$ cat config.mk
export PLATFORM = sky130hd
export DESIGN_NAME = reorder_retire_ctrl
export DESIGN_NICKNAME = d
export VERILOG_FILES = /design/src/rtl/reorder_retire_ctrl_pkg.sv /design/src/rtl/reorder_retire_ctrl_tag_wrap_counter.sv /design/src/rtl/reorder_retire_ctrl.sv
export SDC_FILE = /design/constraint.sdc
export NUM_CORES = 1
export LEC_CHECK = 0
export BUFFER_PORTS_ARGS = -buffer_cell sky130_fd_sc_hd__buf_2
export CORE_MARGIN = 4
export CORE_UTILIZATION = 40
export CTS_CLUSTER_DIAMETER = 40
export DETAILED_ROUTE_END_ITERATION = 6
export GPL_ROUTABILITY_DRIVEN = 0
export PLACE_DENSITY_LB_ADDON = 0.3
export SLEW_MARGIN = 20
export SYNTH_ARGS = -nofsm -noshare
export SYNTH_HDL_FRONTEND = slang
export SYNTH_SLANG_ARGS = --single-unit
$ cat constraint.sdc
create_clock -name clk -period 3.6 [get_ports clk]
set_clock_uncertainty 0.1 [all_clocks]
set_input_delay 0.54 -clock clk [delete_from_list [all_inputs] [get_ports clk]]
set_output_delay 0.54 -clock clk [all_outputs]
set_load 0.01 [all_outputs]
$ cat src/rtl/reorder_retire_ctrl_pkg.sv
// Shared definitions for the reorder/retire controller: head status encodings,
// FSM state type and default sizing of the tag space.
package reorder_retire_ctrl_pkg;

    localparam logic [1:0] ST_PENDING  = 2'b00;
    localparam logic [1:0] ST_REJECTED = 2'b01;
    localparam logic [1:0] ST_ACCEPTED = 2'b11;

    localparam int DEFAULT_TAG_WIDTH            = 6;
    localparam int DEFAULT_CIRCULAR_BUFFER_SIZE = 50;

    typedef enum logic {
        WAIT  = 1'b0,
        OFFER = 1'b1
    } state_t;

    // A head entry is resolved once the status table has a verdict for it;
    // the unused encoding 2'b10 is deliberately treated as still pending.
    function automatic logic status_resolved(input logic [1:0] status);
        logic resolved;
        case (status)
            ST_PENDING:  resolved = 1'b0;
            ST_REJECTED: resolved = 1'b1;
            ST_ACCEPTED: resolved = 1'b1;
            default:     resolved = 1'b0;
        endcase
        return resolved;
    endfunction

endpackage

$ cat src/rtl/reorder_retire_ctrl_tag_wrap_counter.sv
// Modulo-SIZE tag pointer with an increment enable; used for both the head
// (retire side) and the tail (allocation side) of the circular buffer.
module tag_wrap_counter #(
    parameter int WIDTH = 6,
    parameter int SIZE  = 50
) (
    input  logic             clk,
    input  logic             rst,
    input  logic             inc,
    output logic [WIDTH-1:0] value
);

    localparam logic [WIDTH-1:0] LAST = WIDTH'(SIZE - 1);

    // Advance the pointer on enable, wrapping from the last tag back to 0.
    always_ff @(posedge clk or negedge rst) begin
        if (!rst) begin
            value <= '0;
        end else if (inc) begin
            value <= (value == LAST) ? '0 : value + 1'b1;
        end
    end

endmodule

$ cat src/rtl/reorder_retire_ctrl.sv
// Reorder/retire controller: hands out reorder tags to packets entering the
// circular buffer and retires them strictly in tag order, forwarding accepted
// packets and dropping rejected ones. Retires at most one packet every two
// cycles. Optional macro REORDER_PENDING_TIMEOUT_EN adds a pending-head
// timeout that force-drops a stuck head and flags it on ret_timeout.
module reorder_retire_ctrl
    import reorder_retire_ctrl_pkg::*;
#(
    parameter int TAG_WIDTH            = DEFAULT_TAG_WIDTH,
    parameter int CIRCULAR_BUFFER_SIZE = DEFAULT_CIRCULAR_BUFFER_SIZE
`ifdef REORDER_PENDING_TIMEOUT_EN
    ,
    parameter int TIMEOUT_CYCLES       = 1024
`endif
) (
    input  logic                 clk,
    input  logic                 rst,
    input  logic                 alloc_valid,
    output logic                 alloc_ready,
    output logic [TAG_WIDTH-1:0] alloc_tag,
    output logic [TAG_WIDTH-1:0] cb_reorder_tag,
    input  logic [1:0]           cb_rd_packet_status,
    output logic                 ret_valid,
    input  logic                 ret_ready,
    output logic [TAG_WIDTH-1:0] ret_tag,
    output logic                 ret_accept,
    output logic [TAG_WIDTH:0]   occupancy,
    output logic                 full,
    output logic                 empty
`ifdef REORDER_PENDING_TIMEOUT_EN
    ,
    output logic                 ret_timeout
`endif
);

    logic [TAG_WIDTH-1:0] head;
    logic [TAG_WIDTH-1:0] tail;
    logic                 alloc_fire;
    logic                 ret_fire;
    logic                 head_resolved;
    state_t               state;

`ifdef REORDER_PENDING_TIMEOUT_EN
    localparam int CNT_W = $clog2(TIMEOUT_CYCLES) + 1;
    logic [CNT_W-1:0] pend_cnt;
`endif

    assign full           = (occupancy == (TAG_WIDTH + 1)'(CIRCULAR_BUFFER_SIZE));
    assign empty          = (occupancy == '0);
    assign alloc_ready    = !full;
    assign alloc_fire     = alloc_valid && alloc_ready;
    assign ret_fire       = ret_valid && ret_ready;
    assign alloc_tag      = tail;
    assign cb_reorder_tag = head;
    assign head_resolved  = status_resolved(cb_rd_packet_status);

    tag_wrap_counter #(
        .WIDTH (TAG_WIDTH),
        .SIZE  (CIRCULAR_BUFFER_SIZE)
    ) u_tail (
        .clk   (clk),
        .rst   (rst),
        .inc   (alloc_fire),
        .value (tail)
    );

    tag_wrap_counter #(
        .WIDTH (TAG_WIDTH),
        .SIZE  (CIRCULAR_BUFFER_SIZE)
    ) u_head (
        .clk   (clk),
        .rst   (rst),
        .inc   (ret_fire),
        .value (head)
    );

    // Track live tags; a simultaneous allocate and retire cancel out, and a
    // freed slot only shows up in alloc_ready on the following cycle.
    always_ff @(posedge clk or negedge rst) begin
        if (!rst) begin
            occupancy <= '0;
        end else begin
            case ({alloc_fire, ret_fire})
                2'b10:   occupancy <= occupancy + 1'b1;
                2'b01:   occupancy <= occupancy - 1'b1;
                default: occupancy <= occupancy;
            endcase
        end
    end

    // Retire FSM: latch the head verdict in WAIT, then hold it stable in OFFER
    // until egress takes it, so later status-table changes cannot disturb it.
    always_ff @(posedge clk or negedge rst) begin
        if (!rst) begin
            state      <= WAIT;
            ret_valid  <= 1'b0;
            ret_tag    <= '0;
            ret_accept <= 1'b0;
`ifdef REORDER_PENDING_TIMEOUT_EN
            ret_timeout <= 1'b0;
            pend_cnt    <= '0;
`endif
        end else begin
            case (state)
                WAIT: begin
                    if (!empty && head_resolved) begin
                        state      <= OFFER;
                        ret_valid  <= 1'b1;
                        ret_tag    <= head;
                        ret_accept <= (cb_rd_packet_status == ST_ACCEPTED);
`ifdef REORDER_PENDING_TIMEOUT_EN
                        ret_timeout <= 1'b0;
                        pend_cnt    <= '0;
                    end else if (!empty) begin
                        if (pend_cnt == CNT_W'(TIMEOUT_CYCLES - 1)) begin
                            state       <= OFFER;
                            ret_valid   <= 1'b1;
                            ret_tag     <= head;
                            ret_accept  <= 1'b0;
                            ret_timeout <= 1'b1;
                            pend_cnt    <= '0;
                        end else begin
                            pend_cnt <= pend_cnt + 1'b1;
                        end
                    end else begin
                        pend_cnt <= '0;
`endif
                    end
                end
                OFFER: begin
                    if (ret_ready) begin
                        state     <= WAIT;
                        ret_valid <= 1'b0;
`ifdef REORDER_PENDING_TIMEOUT_EN
                        ret_timeout <= 1'b0;
                        pend_cnt    <= '0;
`endif
                    end
                end
            endcase
        end
    end

endmodule

==> results.md, run 1 <==
* Total CTS buffers at 3
* Fmax at 0.299 GHz
* Fillers at around 350
* Cts hold-fix bufs at 0
* Worst flop-to-flop path startpoint: occupancy[0]$_DFFE_PN0P_
* Clock-pin slew on the worst setup and hold paths at around 0.1 ns
* Worst Path Arrival at 3.46 ns
* DRT Wirelength at about 3400 um
* Core Area at 0.00372 mm^2
* Post-synth ARST share at 1.00
* Clock buffer depth at 2
* Mean Syn Cell Area at 10.7 um^2
* Leakage at roughly 0.94 nW
* Pin slew with the least headroom to its limit at around 0.61 ns
* Critical Path Fanout Max at 10
* #FFs+latches synth at 28
* Port-buffer cells at 35
* Worst path most repeated cell: ha_1
* I/O pins at 36
* Nets at ~200
* Antenna viol nets, final at 0
* Total Power at 1.55 mW
* Crit Path Class: reg -> reg
* Critical path's top delay family: compound AO/OA/AOI/OAI gates
* Vias per cell at 5.47
* Crit path time final at 3.34 ns
* H-tree depth at 1
* Rows at 22
* Critical path buffers and inverters at 1
* Clk_lat worst skew at between 0.2 and 0.3 ns
* Die Y at roughly 71 um
* Unrepaired setup endpoints after global routing: no
* Avg WL per Cell at approximately 15 um
* Clock sink count at 28
* Initial antenna violation count at 0
* HPWL Detailed at between 2000 and 3000 um
* PwrDens at approximately 830 mW/mm^2
* Post-synthesis sequential area ratio at 0.448
* Synth area leaders: dfrtp_1 45%, ha_1 8.0%, mux2_4 6.7%
* Mapped Nets at between 150 and 200
* R2R Path End: occupancy[5]$_DFFE_PN0P_
* Worst hold path type: in -> async
* Post-Route Setup TNS at 0 ns
* Outcome: complete, no violations
* Core Util, Final at 0.502
* Most used DFF post-synth: dfrtp_1
* DRT iter0 DRCs at 103
* Critical Path Source Type: register
* Synth Warn # at 0
* Vias in the first global route at ~1200
* DR pass1 iterations at 4
* Number of flops mapped to enable cells by yosys at 0
* CTS tree: yes
* Slowest-stage cell, CP: or4_4
* Slew Limit Headroom at 0.591
* VDD IR max at around 0.26 mV
* Global-route wire length before repair at between 5000 and 6000 um
* Root Driver: clkbuf_8
* Cell Area, Synth at about 0.0016 mm^2
* # Max-Cap Violations at 0
* DRC violation count after routing at 0
* Diodes inserted at 0
* Setup violators final at 0
* Period utilisation layout at 0.929
* R2r setup slk at approximately 0.26 ns
* Die width at between 70 and 80 um
* Postcts setup bufs at 0
* Starting Density at 0.421
* Vias at 1263
* Final hold viol count at 0
* Cell Chain, Critical Path: or4_4, o21a_1, inv_1, ha_1, ha_1, a21o_1, a31o_2, a2111oi_0, nand3b_1
* Largest net degree at the start of global routing at 29
* Biggest area consumer among synthesized cells: dfrtp_1
* Unique cell type count in the Yosys netlist at 42
* Die area at roughly 0.0050 mm^2
* CP peak stage delay at about 0.56 ns
* Global Route Usage Sum at 0.140
* Post-cts sizing count at 0
* Layout cell share with drive strength beyond 1 at 0.284
* CP Data Required Time at ~3.7 ns
* Max-slew violations at 0
* Area Growth Syn to Fin at 19.1%
* Worst Setup SP: occupancy[0]$_DFFE_PN0P_
* Mapped Cells at about 150
* R2R depth at 9
* Crit. End Element: register
* Top cell type's share of synthesized area at 0.448
* Total grt overflow at 0
## worst max-delay path by stage
stage               slack, ns                        to  cells past startpoint
floorplan                0.57  occupancy[5]$_DFFE_PN0P_                      9
global placement         0.47  occupancy[5]$_DFFE_PN0P_                      9
detailed placement       0.32  occupancy[5]$_DFFE_PN0P_                      9
CTS                      0.27  occupancy[5]$_DFFE_PN0P_                      9
global route             0.09  occupancy[5]$_DFFE_PN0P_                      9
finish                   0.26  occupancy[5]$_DFFE_PN0P_                      9
## cell families after synthesis
logic type,synth area share
buf+inv,0.0392
fa+ha+maj,0.0927
simple gates,0.165
xor+xnor,0.0336
compound gates,0.149
flops,0.448
mux,0.0735
## placed cells by master, fill, tap and decap left out, types with 2 or more instances in the layout
| master | n |
|---|---|
| nand4_1 | 3 |
| a31oi_1 | 2 |
| or3_1 | 2 |
| a21oi_1 | 6 |
| ha_1 | 10 |
| o21a_1 | 2 |
| nor2_1 | 4 |
| clkbuf_8 | 3 |
| a21o_1 | 6 |
| nor3b_1 | 3 |
| nand3_1 | 6 |
| nand3b_1 | 2 |
| inv_1 | 13 |
| buf_2 | 35 |
| xor2_1 | 3 |
| or4_4 | 2 |
| nor3_1 | 3 |
| mux2_4 | 7 |
| nand2_1 | 9 |
| o21ai_0 | 9 |
| dfrtp_1 | 28 |
| xnor2_1 | 3 |
## stage by stage
stage                     cell area [um^2]  cells  setup WS, ns  hold WS [ns]
after floorplan                       1570    146         0.567         0.144
after global placement                1790    227         0.471         0.392
after detailed placement              1790    227         0.323         0.390
after CTS                             1860    231         0.272         0.189
after global routing                  1860    231        0.0862         0.235
final                                 1860    231         0.255         0.165
## power by group
part / switching, mW / internal [mW]
Sequential: 0.177 / 0.452
Combinational: 0.344 / 0.333
Clock: 0.0997 / 0.149
Total: 0.620 / 0.934
## layer usage
| metal | track usage | vias up | share of wire |
|---|---|---|---|
| met5 | 0 | - | 0 |
| met4 | 0.0522 | 0 | 0.0092 |
| met3 | 0.0241 | 4 | 0.056 |
| met2 | 0.227 | 44 | 0.50 |
| met1 | 0.187 | 610 | 0.43 |
| li1 | - | 605 | - |
## flip-flops by register name (all words and copies together), names as in the netlist
register and flops:
ret_accept 1, u_tail.value 6, state 1, u_head.value 6, occupancy 7, ret_tag 6
ret_valid 1
## layout make-up
cell class	instances	area, um^2	area share
Clock inverter	1	30.0	0.0161
Timing Repair Buffer	35	175	0.0940
Inverter	14	53.8	0.0289
Clock buffer	3	41.3	0.0221
Multi-Input combinational cell	102	803	0.431
Tap cell	48	60.1	0.0322
Sequential cell	28	701	0.376
## cell usage after synthesis (all sizes together), types with 2 or more instances
master / number
xor2: 3
a21oi: 6
a21o: 6
nand3b: 2
mux2: 7
dfrtp: 28
o21ai: 9
or3: 2
nand4: 3
xnor2: 3
nor2: 4
nand2: 9
inv: 13
nand3: 6
a31oi: 2
clkbuf: 2
nor3: 3
o21a: 2
or4: 3
nor3b: 4
ha: 10
Power figures use the tool's default switching activity.
==> run 2: changes to the inputs <==
CORE_UTILIZATION = 50   (was 40)
==> results.md, run 2 (synthesis gave the netlist of run 1 again) <==
* Outcome: complete, no violations
* Crit path time final at between 3 and 4 ns
* CP Data Required Time at around 3.8 ns
* Worst hold path type: in -> async
* Clock sink count at 28
* Cts hold-fix bufs at 0
* Clock buffer depth at 2
* Diodes inserted at 0
* DRC violation count after routing at 0
* Post-cts sizing count at 0
* Most flops, register: occupancy
* DRT iter0 DRCs at just under 60
* Clk_lat worst skew at 0.32 ns
* Layout cell share with drive strength beyond 1 at 0.284
* Leakage at 0.921 nW
* Clock-pin slew on the worst setup and hold paths at roughly 0.15 ns
* Critical Path Source Type: register
* Vias in the first global route at 1236
* Worst flop-to-flop path startpoint: occupancy[0]$_DFFE_PN0P_
* Port-buffer cells at 35
* Area Growth Syn to Fin at 16.5%
* Max-slew violations at 0
* VDD IR max at 0.438 mV
* Most common cell after layout, fill and taps aside: buf_2
* Avg WL per Cell at between 10 and 15 um
* # Max-Cap Violations at 0
* Initial antenna violation count at 0
* Critical Path Fanout Max at 10
* Total grt overflow at 0
* PwrDens at approximately 790 mW/mm^2
* Die Y at 64.0 um
* Global Route Usage Sum at 0.170
* Postcts setup bufs at 0
* Setup violators final at 0
* Die area at slightly above 0.004 mm^2
* Global-route wire length before repair at 5590 um
* Period utilisation layout at 0.907
* Post-Route Setup TNS at 0 ns
* Slew Limit Headroom at 0.587
* Root Driver: clkbuf_4
* CTS tree: yes
* Largest net degree at the start of global routing at 29
* R2R depth at 9
* Antenna viol nets, final at 0
* Max reg flops at 7
* Final hold viol count at 0
* Unrepaired setup endpoints after global routing: no
* Core Area at between 0.003 and 0.004 mm^2
* Nets at between 200 and 250
* Most frequent cells in the layout: 35 x buf_2, 28 x dfrtp_1, 13 x inv_1
* R2R Path End: occupancy[5]$_DFFE_PN0P_
* Total CTS buffers at 3
* H-tree depth at 1
* Rows at 20
* HPWL Detailed at 2420 um
* Pin slew with the least headroom to its limit at 0.619 ns
* Vias per cell at roughly 5.5
* Crit Path Class: reg -> reg
* Total Power at 1.45 mW
* Die width at about 64 um
* DR pass1 iterations at 4
* Vias at approximately 1200
* Starting Density at 0.517
* Fmax at 0.306 GHz
* I/O pins at 36
* R2r setup slk at around 0.34 ns
* Worst Path Arrival at between 3 and 4 ns
* Crit. End Element: register
* DRT Wirelength at ~3100 um
[run 2: critical path, stage by stage, from the launching register on]
cell and delay, ns:
dfrtp_1 0.45, or4_4 0.56, o21a_1 0.27, inv_1 0.16, ha_1 0.38, ha_1 0.35
a21o_1 0.19, a31o_2 0.21, a2111oi_0 0.37, nand3b_1 0.16
[run 2: final cells by class]
cell class	count	area (um^2)
Fill cell	252	1200
Inverter	14	53.8
Multi-Input combinational cell	102	803
Tap cell	44	55.1
Sequential cell	28	701
Timing Repair Buffer	35	175
Clock buffer	4	36.3
[run 2: layer usage]
metal	routed length, um	up-vias	global-route usage	part of all wire
met5	0	-	0	0
met4	57	0	0.0701	0.018
met3	149	8	0.0176	0.047
met2	1490	35	0.280	0.48
met1	1440	591	0.226	0.46
li1	-	606	-	-
[run 2: worst max path at each step]
stage                                           to                      from  slack (ns)  cells after the start
after floorplan           occupancy[5]$_DFFE_PN0P_  occupancy[0]$_DFFE_PN0P_        0.57                      9
after global placement    occupancy[5]$_DFFE_PN0P_  occupancy[0]$_DFFE_PN0P_        0.47                      9
after detailed placement  occupancy[5]$_DFFE_PN0P_  occupancy[0]$_DFFE_PN0P_        0.35                      9
after CTS                 occupancy[5]$_DFFE_PN0P_  occupancy[0]$_DFFE_PN0P_        0.29                      9
after global routing      occupancy[5]$_DFFE_PN0P_  occupancy[0]$_DFFE_PN0P_       0.007                      9
final                     occupancy[5]$_DFFE_PN0P_  occupancy[0]$_DFFE_PN0P_        0.34                      9
[run 2: power by group]
group	internal, mW	switching, mW
clock network	0.0618	0.0894
registers	0.451	0.169
logic	0.332	0.346
[run 2: per-stage QoR]
step                      cells  setup slack [ns]  area (um^2)   util  hold slack (ns)
after CTS                   227             0.291         1820  0.602            0.120
after global placement      223             0.466         1790  0.590            0.383
after global routing        227           0.00691         1820  0.602            0.146
after detailed placement    223             0.346         1790  0.590            0.392
final                       227             0.336         1820  0.602            0.102
after floorplan             146             0.567         1570      -            0.144
==> run 3: changes to the inputs <==
ABC_AREA = 1   (was default)
CORE_UTILIZATION = 39   (was 50)
SYNTH_HIERARCHICAL = 1   (was default)
==> results.md, run 3 <==
* Post-Route Setup TNS at 0 ns
* Leakage at around 1.1 nW
* Placed cell count at between 200 and 300
* Largest family of logic cells by synthesized area: simple AND/OR/NAND/NOR gates
* Most used DFF post-synth: dfrtp_1
* CP peak stage delay at 0.44 ns
* Starting Density at 0.409
* Unique cell type count in the Yosys netlist at 22
* Cell Chain, Critical Path: inv_2, nand2_1, nor3_2, inv_1, nand2_1, ha_1, inv_1, fa_1, inv_1, nand2_1, nand2_1, nand3_1, nand2_1, o21ai_0
* Die width at about 73 um
* Avg WL per Cell at 11.5 um
* Pin slew with the least headroom to its limit at between 0.6 and 0.7 ns
* Clock buffer depth at 2
* Rows at 23
* Vias at roughly 1400
* Synth area leaders: dfrtp_1 42%, nand2_1 14%, inv_1 8.6%
* Post-synth ARST share at 1.00
* Most frequent cells after synthesis: 64 x nand2_1, 38 x inv_1, 28 x dfrtp_1
* Antenna viol nets, final at 0
* Crit. End Element: register
* Post-synthesis sequential area ratio at 0.423
* Outcome: complete, no violations
* H-tree depth at 1
* Number of flops mapped to enable cells by yosys at 0
* DRT iter0 DRCs at 41
* Root Driver: clkbuf_8
* # Max-Cap Violations at 0
* Die area at approximately 0.0054 mm^2
* Total Power at about 1.6 mW
* Post-cts sizing count at 0
* #FFs+latches synth at 28
* HPWL Detailed at 2530 um
* Final hold viol count at 0
* Mapped Cells at ~210
* Mux cell area share after synthesis at 0
* Total CTS buffers at 3
* CP Data Required Time at 3.67 ns
* Critical Path Fanout Max at 7
* Clock-pin slew on the worst setup and hold paths at about 0.11 ns
* Initial antenna violation count at 0
* PwrDens at slightly above 800 mW/mm^2
* Vias in the first global route at 1310
* Max-slew violations at 0
* Nets at between 200 and 300
* VDD IR max at 0.350 mV
* Post-synthesis xor/xnor area fraction at 0.0317
* Global Route Usage Sum at 0.135
* Max reg flops at 7
* Area Growth Syn to Fin at 17.7%
* Fmax at around 0.4 GHz
* DRT Wirelength at about 3400 um
* Clk_lat worst skew at between 0.2 and 0.3 ns
* Core Area at about 0.0041 mm^2
* Global-route wire length before repair at between 5000 and 6000 um
* Crit path time final at roughly 2.5 ns
* Final std cells w/o fill at 299
* Worst Path Arrival at between 2 and 3 ns
* Clock sink count at 28
* Port-buffer cells at 35
* Worst hold path type: in -> async
* Synth Warn # at 6
* Fillers at 385
* I/O pins at 36
* Cell Area, Synth at roughly 0.0017 mm^2
* Biggest area consumer among synthesized cells: dfrtp_1
* Period utilisation layout at 0.696
* Postcts setup bufs at 0
* Worst path most repeated cell: nand2_1
* Top cell type's share of synthesized area at 0.423
* Slew Limit Headroom at 0.575
* Most common cell in the netlist: nand2_1
* Die Y at 73.2 um
* Synth Area in Compound Gates at 0.0725
* Most flops, register: occupancy
* Mapped Nets at between 200 and 250
* Mean Syn Cell Area at about 8 um^2
* Critical Path Source Type: register
* Vias per cell at 4.73
* DRC violation count after routing at 0
* Most common cell after layout, fill and taps aside: nand2_1
* Cts hold-fix bufs at 0
* Diodes inserted at 0
* DR pass1 iterations at 4
* Layout cell share with drive strength beyond 1 at 0.185
* Crit Path Class: reg -> reg
* Synth Area in Simple Gates at 0.288
* Setup violators final at 0
* Most frequent cells in the layout: 64 x nand2_1, 38 x inv_1, 35 x buf_2
* Unrepaired setup endpoints after global routing: no
* CTS tree: yes
* Slowest-stage cell, CP: dfrtp_1
* Core Util, Final at 0.481
* Largest net degree at the start of global routing at 29
* Total grt overflow at 0
* Post-synthesis adder-cell area fraction at 0.0875
run 3: cell types whose count changed after synthesis, sizes merged, moves of 3 or more:
cell,change
nand2,+55
inv,+26
nor2,+13
nand3,+10
mux2,-7
a21o,-6
nor3b,-4
or4,-3
run 3: final cells by class:
type | count | area, um^2 | area share
Tap cell | 50 | 62.6 | 0.0321
Inverter | 39 | 146 | 0.0750
Multi-Input combinational cell | 143 | 796 | 0.408
Timing Repair Buffer | 35 | 175 | 0.0897
Sequential cell | 28 | 701 | 0.359
Clock inverter | 1 | 30.0 | 0.0154
Clock buffer | 3 | 41.3 | 0.0212
run 3: per-layer routing:
metal	wire [um]	up-vias	GRT usage
met2	1630	25	0.224
met4	29	0	0.0451
met1	1650	657	0.176
met3	130	4	0.0234
met5	0	-	0
li1	-	727	-
run 3: cell families (layout without fill, tap and decap cells):
| group | after synthesis | in the layout |
|---|---|---|
| AND/OR/NAND/NOR | 105 | 105 |
| buffers and inverters | 41 | 78 |
| flip-flops | 28 | 28 |
| AO/OA/AOI/OAI | 21 | 21 |
| adder cells (fa/ha/maj) | 11 | 11 |
| XOR/XNOR | 6 | 6 |
run 3: critical path: cells and delay by family, from the launching register on:
kind | cells | cell delay (ns)
buffers and inverters | 4 | 0.37
flip-flops | 1 | 0.44
adder cells (fa/ha/maj) | 2 | 0.72
AND/OR/NAND/NOR | 7 | 0.69
AO/OA/AOI/OAI | 1 | 0.08
run 3: worst paths after layout:
kind | start | to | slack, ns | depth (start not counted)
max | occupancy[0]$_DFFE_PN0P_ | occupancy[4]$_DFFE_PN0P_ | 1.10 | 14
min | rst | u_tail/value[4]$_DFFE_PN0P_ | 0.16 | 1
max reg2reg | occupancy[0]$_DFFE_PN0P_ | occupancy[4]$_DFFE_PN0P_ | 1.10 | 14
min reg2reg | ret_tag[5]$_DFFE_PN0P_ | ret_tag[5]$_DFFE_PN0P_ | 0.39 | 2
max in group asynchronous | rst | occupancy[3]$_DFFE_PN0P_ | 2.82 | 1
min in group clk | ret_ready | state$_DFF_PN0_ | 0.36 | 2
run 3: metrics by stage:
step                      worst slack [ns]  hold slack (ns)  cell area (um^2)
after floorplan                       1.15            0.144              1660
after global placement                1.20            0.362              1880
after detailed placement              1.10            0.368              1880
after CTS                             1.06            0.190              1950
after global routing                 0.817            0.220              1950
final                                 1.10            0.159              1950
run 3: report_power, final:
| part | internal [mW] | leakage [nW] | switching [mW] |
|---|---|---|---|
| logic | 0.292 | 0.743 | 0.441 |
| registers | 0.446 | 0.351 | 0.147 |
| clock network | 0.149 | 0.0357 | 0.110 |
